## src/rtl/bp_me_mem_cmd_arbiter_pkg.sv

```systemverilog
`default_nettype none
//------------------------------------------------------------------------------
// Module      : bp_me_mem_cmd_arbiter_pkg
// Description : Shared types and constants for the memory-command arbiter:
//               BedRock memory message types, the mask of payload-carrying
//               types, the arbiter FSM states and the beat-count helper.
// Revision    : 1.0 - initial release
//------------------------------------------------------------------------------
package bp_me_mem_cmd_arbiter_pkg;

  typedef enum logic [3:0] {
    e_mem_msg_rd    = 4'd0,
    e_mem_msg_wr    = 4'd1,
    e_mem_msg_uc_rd = 4'd2,
    e_mem_msg_uc_wr = 4'd3,
    e_mem_msg_pre   = 4'd4
  } bp_bedrock_mem_type_e;

  // One bit per message type; set bits carry data beats (wr and uc_wr).
  localparam logic [15:0] mem_cmd_payload_mask_gp = 16'b0000_0000_0000_1010;

  typedef enum logic [1:0] {
    e_idle = 2'd0,
    e_hdr  = 2'd1,
    e_data = 2'd2
  } bp_me_mem_cmd_arb_state_e;

  // Number of data beats minus one for a message of 2^size bytes.
  // A 9-bit width holds 128 bytes; sub-beat messages still take one beat.
  function automatic logic [8:0] beats_minus_one(input logic [2:0]  size,
                                                 input int unsigned lg_beat_bytes);
    logic [8:0] num_bytes;
    logic [8:0] num_beats;
    num_bytes = 9'd1 << size;
    num_beats = num_bytes >> lg_beat_bytes;
    return (num_beats == 9'd0) ? 9'd0 : (num_beats - 9'd1);
  endfunction

endpackage
`default_nettype wire

```

## src/rtl/bp_me_mem_cmd_arbiter_if.sv

```systemverilog
`default_nettype none
//------------------------------------------------------------------------------
// Module      : bp_me_mem_cmd_arbiter_if
// Description : Bundle of the requester-side and memory-side command channels.
//               slave  : view of the arbiter (consumes requests, drives mem side)
//               master : view of the surrounding logic (requesters + memory)
// Ports       : req_* per-requester header/data channels, mem_* shared channel,
//               grant_id_o current owner for response routing.
// Revision    : 1.0 - initial release
//------------------------------------------------------------------------------
interface bp_me_mem_cmd_arbiter_if #(
  parameter int num_req_p     = 2,
  parameter int paddr_width_p = 40,
  parameter int data_width_p  = 64
);
  localparam int c_lg_req = $clog2(num_req_p);

  logic [num_req_p-1:0]                     req_header_v_i;
  logic [num_req_p-1:0]                     req_header_ready_o;
  logic [num_req_p-1:0][3:0]                req_msg_type_i;
  logic [num_req_p-1:0][2:0]                req_size_i;
  logic [num_req_p-1:0][paddr_width_p-1:0]  req_addr_i;
  logic [num_req_p-1:0][data_width_p-1:0]   req_data_i;
  logic [num_req_p-1:0]                     req_data_v_i;
  logic [num_req_p-1:0]                     req_data_ready_o;

  logic                                     mem_header_v_o;
  logic [3:0]                               mem_msg_type_o;
  logic [2:0]                               mem_size_o;
  logic [paddr_width_p-1:0]                 mem_addr_o;
  logic                                     mem_header_ready_i;
  logic [data_width_p-1:0]                  mem_data_o;
  logic                                     mem_data_v_o;
  logic                                     mem_data_ready_i;

  logic [c_lg_req-1:0]                      grant_id_o;

  modport slave (
    input  req_header_v_i, req_msg_type_i, req_size_i, req_addr_i,
           req_data_i, req_data_v_i, mem_header_ready_i, mem_data_ready_i,
    output req_header_ready_o, req_data_ready_o, mem_header_v_o,
           mem_msg_type_o, mem_size_o, mem_addr_o, mem_data_o, mem_data_v_o,
           grant_id_o
  );

  modport master (
    output req_header_v_i, req_msg_type_i, req_size_i, req_addr_i,
           req_data_i, req_data_v_i, mem_header_ready_i, mem_data_ready_i,
    input  req_header_ready_o, req_data_ready_o, mem_header_v_o,
           mem_msg_type_o, mem_size_o, mem_addr_o, mem_data_o, mem_data_v_o,
           grant_id_o
  );

endinterface
`default_nettype wire

```

## src/rtl/bp_me_rr_picker.sv

```systemverilog
`default_nettype none
//------------------------------------------------------------------------------
// Module      : bp_me_rr_picker
// Description : Combinational round-robin picker. Returns the first set bit of
//               i_v at or above i_ptr, wrapping past NUM_REQ-1 to 0.
// Ports       : i_v valid vector, i_ptr priority pointer,
//               o_grant winner index, o_any_v any bit of i_v set.
// Revision    : 1.0 - initial release
//------------------------------------------------------------------------------
module bp_me_rr_picker #(
  parameter int NUM_REQ = 2
) (
  input  logic [NUM_REQ-1:0]         i_v,
  input  logic [$clog2(NUM_REQ)-1:0] i_ptr,
  output logic [$clog2(NUM_REQ)-1:0] o_grant,
  output logic                       o_any_v
);
  localparam int c_lg = $clog2(NUM_REQ);

  logic [c_lg:0] w_idx;
  logic          w_found;

  always_comb begin
    o_grant = '0;
    w_found = 1'b0;
    w_idx   = '0;
    for (int i = 0; i < NUM_REQ; i++) begin
      // Candidate i positions above the pointer, folded back into range.
      w_idx = {1'b0, i_ptr} + (c_lg+1)'(i);
      if (w_idx >= (c_lg+1)'(NUM_REQ)) begin
        w_idx = w_idx - (c_lg+1)'(NUM_REQ);
      end
      if (!w_found && i_v[w_idx[c_lg-1:0]]) begin
        o_grant = w_idx[c_lg-1:0];
        w_found = 1'b1;
      end
    end
  end

  assign o_any_v = |i_v;

endmodule
`default_nettype wire

```

## src/rtl/bp_me_mem_cmd_arbiter.sv

```systemverilog
`default_nettype none
//------------------------------------------------------------------------------
// Module      : bp_me_mem_cmd_arbiter
// Description : Round-robin arbiter sharing one memory-command channel among
//               num_req_p requesters. The grant is held from the header beat
//               through the last data beat of write / uncached-write messages.
//               Header and data are passed through combinationally.
// Ports       : clk_i clock, reset_n_i async active-low reset,
//               bus (slave modport) requester and memory-side channels.
// Revision    : 1.0 - initial release
//------------------------------------------------------------------------------
module bp_me_mem_cmd_arbiter
  import bp_me_mem_cmd_arbiter_pkg::*;
#(
  parameter int num_req_p     = 2,
  parameter int paddr_width_p = 40,
  parameter int data_width_p  = 64
) (
  input  logic                  clk_i,
  input  logic                  reset_n_i,
  bp_me_mem_cmd_arbiter_if.slave bus
);
  localparam int          c_lg_req         = $clog2(num_req_p);
  localparam int unsigned c_lg_beat_bytes  = $clog2(data_width_p/8);
  localparam logic [c_lg_req-1:0] c_last_req = c_lg_req'(num_req_p-1);

  bp_me_mem_cmd_arb_state_e r_state, w_state_next;
  logic [c_lg_req-1:0]      r_rr_ptr, w_rr_ptr_next;
  logic [c_lg_req-1:0]      r_grant_id, w_grant_id_next;
  logic [8:0]               r_beat_cnt, w_beat_cnt_next;

  logic [c_lg_req-1:0]      w_pick_id;
  logic [c_lg_req-1:0]      w_grant_inc;
  logic                     w_any_v;
  logic                     w_is_payload;
  logic                     w_hdr_hs;
  logic                     w_data_hs;
  logic [num_req_p-1:0]     w_hdr_ready;
  logic [num_req_p-1:0]     w_data_ready;

  bp_me_rr_picker #(
    .NUM_REQ (num_req_p)
  ) u_picker (
    .i_v     (bus.req_header_v_i),
    .i_ptr   (r_rr_ptr),
    .o_grant (w_pick_id),
    .o_any_v (w_any_v)
  );

  // Output muxes follow the current owner at all times; only valids and
  // readies are qualified by state, so reset leaves requester 0 on the bus.
  assign bus.mem_msg_type_o = bus.req_msg_type_i[r_grant_id];
  assign bus.mem_size_o     = bus.req_size_i[r_grant_id];
  assign bus.mem_addr_o     = bus.req_addr_i[r_grant_id];
  assign bus.mem_data_o     = bus.req_data_i[r_grant_id];
  assign bus.grant_id_o     = r_grant_id;

  assign bus.mem_header_v_o = (r_state == e_hdr)  && bus.req_header_v_i[r_grant_id];
  assign bus.mem_data_v_o   = (r_state == e_data) && bus.req_data_v_i[r_grant_id];
  assign bus.req_header_ready_o = w_hdr_ready;
  assign bus.req_data_ready_o   = w_data_ready;

  assign w_hdr_hs     = bus.mem_header_v_o && bus.mem_header_ready_i;
  assign w_data_hs    = bus.mem_data_v_o   && bus.mem_data_ready_i;
  assign w_is_payload = mem_cmd_payload_mask_gp[bus.req_msg_type_i[r_grant_id]];
  assign w_grant_inc  = (r_grant_id == c_last_req) ? '0 : (r_grant_id + c_lg_req'(1));

  always_comb begin
    w_hdr_ready  = '0;
    w_data_ready = '0;
    if (r_state == e_hdr) begin
      w_hdr_ready[r_grant_id] = bus.mem_header_ready_i;
    end
    if (r_state == e_data) begin
      w_data_ready[r_grant_id] = bus.mem_data_ready_i;
    end
  end

  always_comb begin
    w_state_next    = r_state;
    w_rr_ptr_next   = r_rr_ptr;
    w_grant_id_next = r_grant_id;
    w_beat_cnt_next = r_beat_cnt;
    case (r_state)
      e_idle: begin
        if (w_any_v) begin
          w_grant_id_next = w_pick_id;
          w_state_next    = e_hdr;
        end
      end
      e_hdr: begin
        if (w_hdr_hs) begin
          if (w_is_payload) begin
            w_beat_cnt_next = beats_minus_one(bus.req_size_i[r_grant_id], c_lg_beat_bytes);
            w_state_next    = e_data;
          end else begin
            w_rr_ptr_next = w_grant_inc;
            w_state_next  = e_idle;
          end
        end
      end
      e_data: begin
        if (w_data_hs) begin
          if (r_beat_cnt == 9'd0) begin
            w_rr_ptr_next = w_grant_inc;
            w_state_next  = e_idle;
          end else begin
            w_beat_cnt_next = r_beat_cnt - 9'd1;
          end
        end
      end
      default: w_state_next = e_idle;
    endcase
  end

  always_ff @(posedge clk_i or negedge reset_n_i) begin
    if (!reset_n_i) begin
      r_state    <= e_idle;
      r_rr_ptr   <= '0;
      r_grant_id <= '0;
      r_beat_cnt <= '0;
    end else begin
      r_state    <= w_state_next;
      r_rr_ptr   <= w_rr_ptr_next;
      r_grant_id <= w_grant_id_next;
      r_beat_cnt <= w_beat_cnt_next;
    end
  end

endmodule
`default_nettype wire

```

## src/flat_wrapper.sv

```systemverilog
// flat-port wrapper written by rule: the top's interface ports become plain ports
module bp_me_mem_cmd_arbiter_flat import bp_me_mem_cmd_arbiter_pkg::*;
#(
  parameter int num_req_p     = 2,
  parameter int paddr_width_p = 40,
  parameter int data_width_p  = 64
)
  (clk_i, reset_n_i, bus_req_header_v_i, bus_req_msg_type_i, bus_req_size_i, bus_req_addr_i, bus_req_data_i, bus_req_data_v_i, bus_mem_header_ready_i, bus_mem_data_ready_i, bus_req_header_ready_o, bus_req_data_ready_o, bus_mem_header_v_o, bus_mem_msg_type_o, bus_mem_size_o, bus_mem_addr_o, bus_mem_data_o, bus_mem_data_v_o, bus_grant_id_o);
  bp_me_mem_cmd_arbiter_if #(.num_req_p(num_req_p), .paddr_width_p(paddr_width_p), .data_width_p(data_width_p)) bus_i ();
  input  logic clk_i;
  input  logic reset_n_i;
  input wire logic [$bits(bus_i.req_header_v_i)-1:0] bus_req_header_v_i;
  input wire logic [$bits(bus_i.req_msg_type_i)-1:0] bus_req_msg_type_i;
  input wire logic [$bits(bus_i.req_size_i)-1:0] bus_req_size_i;
  input wire logic [$bits(bus_i.req_addr_i)-1:0] bus_req_addr_i;
  input wire logic [$bits(bus_i.req_data_i)-1:0] bus_req_data_i;
  input wire logic [$bits(bus_i.req_data_v_i)-1:0] bus_req_data_v_i;
  input wire logic [$bits(bus_i.mem_header_ready_i)-1:0] bus_mem_header_ready_i;
  input wire logic [$bits(bus_i.mem_data_ready_i)-1:0] bus_mem_data_ready_i;
  output wire logic [$bits(bus_i.req_header_ready_o)-1:0] bus_req_header_ready_o;
  output wire logic [$bits(bus_i.req_data_ready_o)-1:0] bus_req_data_ready_o;
  output wire logic [$bits(bus_i.mem_header_v_o)-1:0] bus_mem_header_v_o;
  output wire logic [$bits(bus_i.mem_msg_type_o)-1:0] bus_mem_msg_type_o;
  output wire logic [$bits(bus_i.mem_size_o)-1:0] bus_mem_size_o;
  output wire logic [$bits(bus_i.mem_addr_o)-1:0] bus_mem_addr_o;
  output wire logic [$bits(bus_i.mem_data_o)-1:0] bus_mem_data_o;
  output wire logic [$bits(bus_i.mem_data_v_o)-1:0] bus_mem_data_v_o;
  output wire logic [$bits(bus_i.grant_id_o)-1:0] bus_grant_id_o;
  assign bus_i.req_header_v_i = bus_req_header_v_i;
  assign bus_i.req_msg_type_i = bus_req_msg_type_i;
  assign bus_i.req_size_i = bus_req_size_i;
  assign bus_i.req_addr_i = bus_req_addr_i;
  assign bus_i.req_data_i = bus_req_data_i;
  assign bus_i.req_data_v_i = bus_req_data_v_i;
  assign bus_i.mem_header_ready_i = bus_mem_header_ready_i;
  assign bus_i.mem_data_ready_i = bus_mem_data_ready_i;
  assign bus_req_header_ready_o = bus_i.req_header_ready_o;
  assign bus_req_data_ready_o = bus_i.req_data_ready_o;
  assign bus_mem_header_v_o = bus_i.mem_header_v_o;
  assign bus_mem_msg_type_o = bus_i.mem_msg_type_o;
  assign bus_mem_size_o = bus_i.mem_size_o;
  assign bus_mem_addr_o = bus_i.mem_addr_o;
  assign bus_mem_data_o = bus_i.mem_data_o;
  assign bus_mem_data_v_o = bus_i.mem_data_v_o;
  assign bus_grant_id_o = bus_i.grant_id_o;
  bp_me_mem_cmd_arbiter #(.num_req_p(num_req_p), .paddr_width_p(paddr_width_p), .data_width_p(data_width_p)) u_core (.clk_i(clk_i), .reset_n_i(reset_n_i), .bus(bus_i));
endmodule
```

## config.mk

```make
export PLATFORM = sky130hd
export DESIGN_NAME = bp_me_mem_cmd_arbiter_flat
export DESIGN_NICKNAME = d
export VERILOG_FILES = /design/src/rtl/bp_me_mem_cmd_arbiter_pkg.sv /design/src/rtl/bp_me_mem_cmd_arbiter_if.sv /design/src/rtl/bp_me_rr_picker.sv /design/src/rtl/bp_me_mem_cmd_arbiter.sv /design/src/flat_wrapper.sv
export SDC_FILE = /design/constraint.sdc
export NUM_CORES = 1
export LEC_CHECK = 0
export ABC_AREA = 1
export CAP_MARGIN = 30
export CORE_AREA = 5 5 131 133
export CTS_CLUSTER_DIAMETER = 150
export DETAILED_ROUTE_END_ITERATION = 10
export DIE_AREA = 0 0 136 138
export GPL_TIMING_DRIVEN = 0
export SLEW_MARGIN = 20
export SYNTH_ARGS = -nofsm -noshare
export SYNTH_HDL_FRONTEND = slang
export SYNTH_SLANG_ARGS = --single-unit
```

## constraint.sdc

```tcl
create_clock -name clk_i -period 2.4 [get_ports clk_i]
set_input_delay 0.6 -clock clk_i [delete_from_list [all_inputs] [get_ports clk_i]]
set_output_delay 0.6 -clock clk_i [all_outputs]
set_load 0.02 [all_outputs]
```

==> out/qor.txt, run 1 <==
first drt pass iteration count - 4
worst hold endpoint - u_core.r_rr_ptr
Port Buffers - 347
CP Class - reg2out
Overall Power - 5.75 mW
status - finished, final reports clean
final setup skew - 3.90 ps
largest net degree at the start of global routing - 14
CP peak stage delay - 380 ps
Gate Count Post-Synth - 516
Detail Placement HPWL - 14.8 mm
final setup violation count - 0
HP Start - u_core.r_rr_ptr
H-tree depth reported by CTS - 1
Hold Violations, Final - 0
crit path max fanout - 10
gr ovfl total - 0
worst min-delay path category - reg2reg
initial antenna violation count - 1
Crit Reg-Reg Startpoint - u_core.r_beat_cnt[0]
core area - 15700 um2
Slew @ Worst Pin - 601 ps
Syn Area/Cell - 4.76 um2
Post-Syn Nets - 750
Hold Path Stages - 2
pre-CTS setup slack - -450 ps
Reg2Reg Capture Point - u_core.r_beat_cnt[4]
CTS clock-pin slew for the worst setup and hold paths - 50 ps
crit path buf inv count - 5
postcts setup bufs - 0
grt met1 use - 18.1%
global-route wire length before repair - 24.8 mm
Wirelength per Cell - 15.7 um
total CTS buffers - 3
r2r setup slk - 810 ps
Final nets - 1102
Initial Util - 15.6%
met2 Resource Use GR - 33.5%
met3 Use GR - 5.52%
clk_lat worst skew - 240 ps
Maximum Capacitance Violations - 0
fill count - 1747
Routed Antenna Nets - 0
GRT Overall Usage - 17.1%
GP Congestion - 0.837
vias post-DR - 4156
critical path endpoint category - primary output
I/O pins - 348
clock sink count - 13
CP startpoint - u_core.bus.grant_id_o
Core Rows - 46
DP Area - 6200 um2
Pwr Density - 931 nW/um2
CTS tree - built
Layout area overhead - 152%
unrepaired setup endpoints after global routing - no
Finished Cell Area - 6180 um2
Die Y - 138 um
critical path data arrival time - 1730 ps
Detailed Route WL - 17.1 mm
vias per inst - 3.83
family with the most delay on the worst path - buffers and inverters
Leak - 3.21 nW
Pins Over Slew Limit - 0
crit path launch type - flip-flop
crit-path most repeated cell - nand2_1
critical path cell sequence - buf_6, inv_6, buf_12, buf_8, nand2_1, nand2_1, dlygate4sd2_1
number of global-route vias before repair - 4298
GRT busiest layer - met2
worst vdd rail ir drop - 0.358 mV
fmax - 429 MHz
Final Critical Period - 2330 ps
Die Width - 136 um
Synth warnings - 0
initial DRC count - 171
slowest CP cell - dfrtp_1
# hold bufs at CTS - 0
final routed DRC violation total - 0
#FFs+latches synth - 13
sequential fraction of the synthesis area - 13.3%
synthesized area - 2450 um2
root buffer cell - clkbuf_16
Critical Path RT - 1800 ps
distinct cell type count after synthesis - 30
fraction of layout cells with a size suffix above 1 - 12.1%
Final WS setup - 71.1 ps
period utilisation layout - 97.0%
reg2reg path depth - 8
Rel. slew slack - 59.8%
die area - 18800 um2
CTS Buffer Depth - 2
==> synthesized netlist by cell type <==
library cell / count / area, um2
a21oi_1: 8 / 40.0
buf_1: 2 / 7.51
buf_2: 5 / 25.0
buf_4: 6 / 45.0
buf_6: 1 / 11.3
clkbuf_1: 12 / 45.0
clkinv_1: 1 / 3.75
dfrtp_1: 13 / 325
ha_1: 4 / 50.1
inv_1: 26 / 97.6
inv_6: 1 / 8.76
nand2_1: 377 / 1420
nand2_2: 6 / 37.5
nand2_4: 1 / 11.3
nand3_1: 14 / 70.1
nand3_2: 4 / 40.0
nand3_4: 1 / 17.5
nand3b_2: 1 / 11.3
nand4_1: 2 / 12.5
nor2_1: 12 / 45.0
nor2_2: 1 / 6.26
nor2_4: 2 / 22.5
nor2_8: 1 / 20.0
nor3_1: 4 / 20.0
o21a_1: 1 / 7.51
o21ai_0: 6 / 30.0
o21ai_1: 1 / 5.00
o21bai_1: 1 / 7.51
o22ai_1: 1 / 6.26
xnor2_1: 1 / 8.76
==> worst max-delay path by stage <==
stage,to,slack (ps),cells past startpoint
after floorplan,bus_req_data_ready_o[1],320,5
after global placement,bus_mem_addr_o[10],-430,7
after detailed placement,bus_mem_addr_o[10],-450,7
after CTS,bus_mem_addr_o[26],3,8
after global routing,bus_mem_data_o[0],0.7,7
final,bus_mem_addr_o[33],70,7
==> logic make-up after synthesis <==
logic type	Yosys count	synth area share (%)
compound gates	18	3.93
xor+xnor	1	0.357
fa+ha+maj	4	2.04
buf+inv	54	9.94
flops	13	13.3
simple gates	426	70.5
==> routing by layer <==
metal	vias to the layer above	routed length (um)	share of wire, %
li1	2252	-	-
met1	1754	6210	36
met2	144	9380	55
met3	6	1360	8.0
met4	0	99	0.58
met5	-	0	0
==> worst reg2reg max path, cell delays in order (launching register included) <==
cell      delay (ps)
dfrtp_1          380
inv_1            110
ha_1             290
nand3b_2         150
nor2_4           120
nand3_4          140
nand3_2          200
nand2_1           80
nand2_1           60
==> stage by stage <==
step           instances  hold WS, ps  setup TNS [ps]  util, %
3_3_place_gp        1079          453          -33340     39.4
2_1_floorplan        516          304               0        -
3_5_place_dp        1079          465          -34360     39.4
6_report            1084          467               0     39.3
5_1_grt             1084          507               0     39.3
4_1_cts             1083          477               0     40.0
==> report_power, final <==
| part | switching [mW] | internal, mW | leakage, nW | total (mW) |
|---|---|---|---|---|
| clock | 0.0917 | 0.224 | 0.0382 | 0.316 |
| combinational | 3.14 | 1.96 | 3.00 | 5.10 |
| sequential | 0.0519 | 0.282 | 0.173 | 0.334 |
| total | 3.29 | 2.47 | 3.21 | 5.75 |
==> state kept, by name, summed over array words and instances (netlist names) <==
register / cells
u_core.r_state: 2
u_core.r_beat_cnt: 9
u_core.r_rr_ptr: 1
u_core.bus.grant_id_o: 1
==> cells in the final DEF, fill, tap and decap left out, types with 8 or more instances in the layout <==
master / Yosys / routed
nor2_1: 12 / 12
clkdlybuf4s50_1: 0 / 230
inv_1: 26 / 26
clkdlybuf4s15_1: 0 / 20
a21oi_1: 8 / 8
clkdlybuf4s15_2: 0 / 22
clkbuf_2: 0 / 33
nand3_1: 14 / 14
nand2_1: 377 / 377
dlygate4sd2_1: 0 / 40
dfrtp_1: 13 / 13
clkbuf_4: 0 / 8
==> area by class of cell <==
cell class / instances / area [um2] / area share, %
repair buffers: 347 / 3280 / 53.0
multi-input cells: 449 / 1880 / 30.5
flip-flops and latches: 13 / 325 / 5.26
well taps: 216 / 270 / 4.37
plain buffers: 26 / 231 / 3.75
inverters: 28 / 111 / 1.80
clock buffers: 4 / 78.8 / 1.28
diodes: 1 / 2.50 / 0.0405
==> timing repair <==
item                                    4_1_cts  5_1_grt
endpoints found under the setup margin      117       79
resized for setup                           225       77
hold endpoints to repair                      0        0
No activity file was read; power rests on OpenSTA's default activity.
==> inputs of run 2 (changes only) <==
--- a/config.mk
+++ b/config.mk
@@ -8,11 +8,9 @@
 export ABC_AREA = 1
 export CAP_MARGIN = 30
 export CORE_AREA = 5 5 131 133
-export CTS_CLUSTER_DIAMETER = 150
 export DETAILED_ROUTE_END_ITERATION = 10
 export DIE_AREA = 0 0 136 138
 export GPL_TIMING_DRIVEN = 0
-export SLEW_MARGIN = 20
 export SYNTH_ARGS = -nofsm -noshare
 export SYNTH_HDL_FRONTEND = slang
 export SYNTH_SLANG_ARGS = --single-unit
==> results of run 2 <==
The final DEF is identical to that of run 1; final timing and power are the same.
==> inputs of run 3 (changes only) <==
--- a/config.mk
+++ b/config.mk
@@ -11,6 +11,7 @@
 export DETAILED_ROUTE_END_ITERATION = 10
 export DIE_AREA = 0 0 136 138
 export GPL_TIMING_DRIVEN = 0
+export SLEW_MARGIN = 0
 export SYNTH_ARGS = -nofsm -noshare
 export SYNTH_HDL_FRONTEND = slang
 export SYNTH_SLANG_ARGS = --single-unit
==> results of run 3 <==
The final DEF is identical to that of run 1; final timing and power are the same.
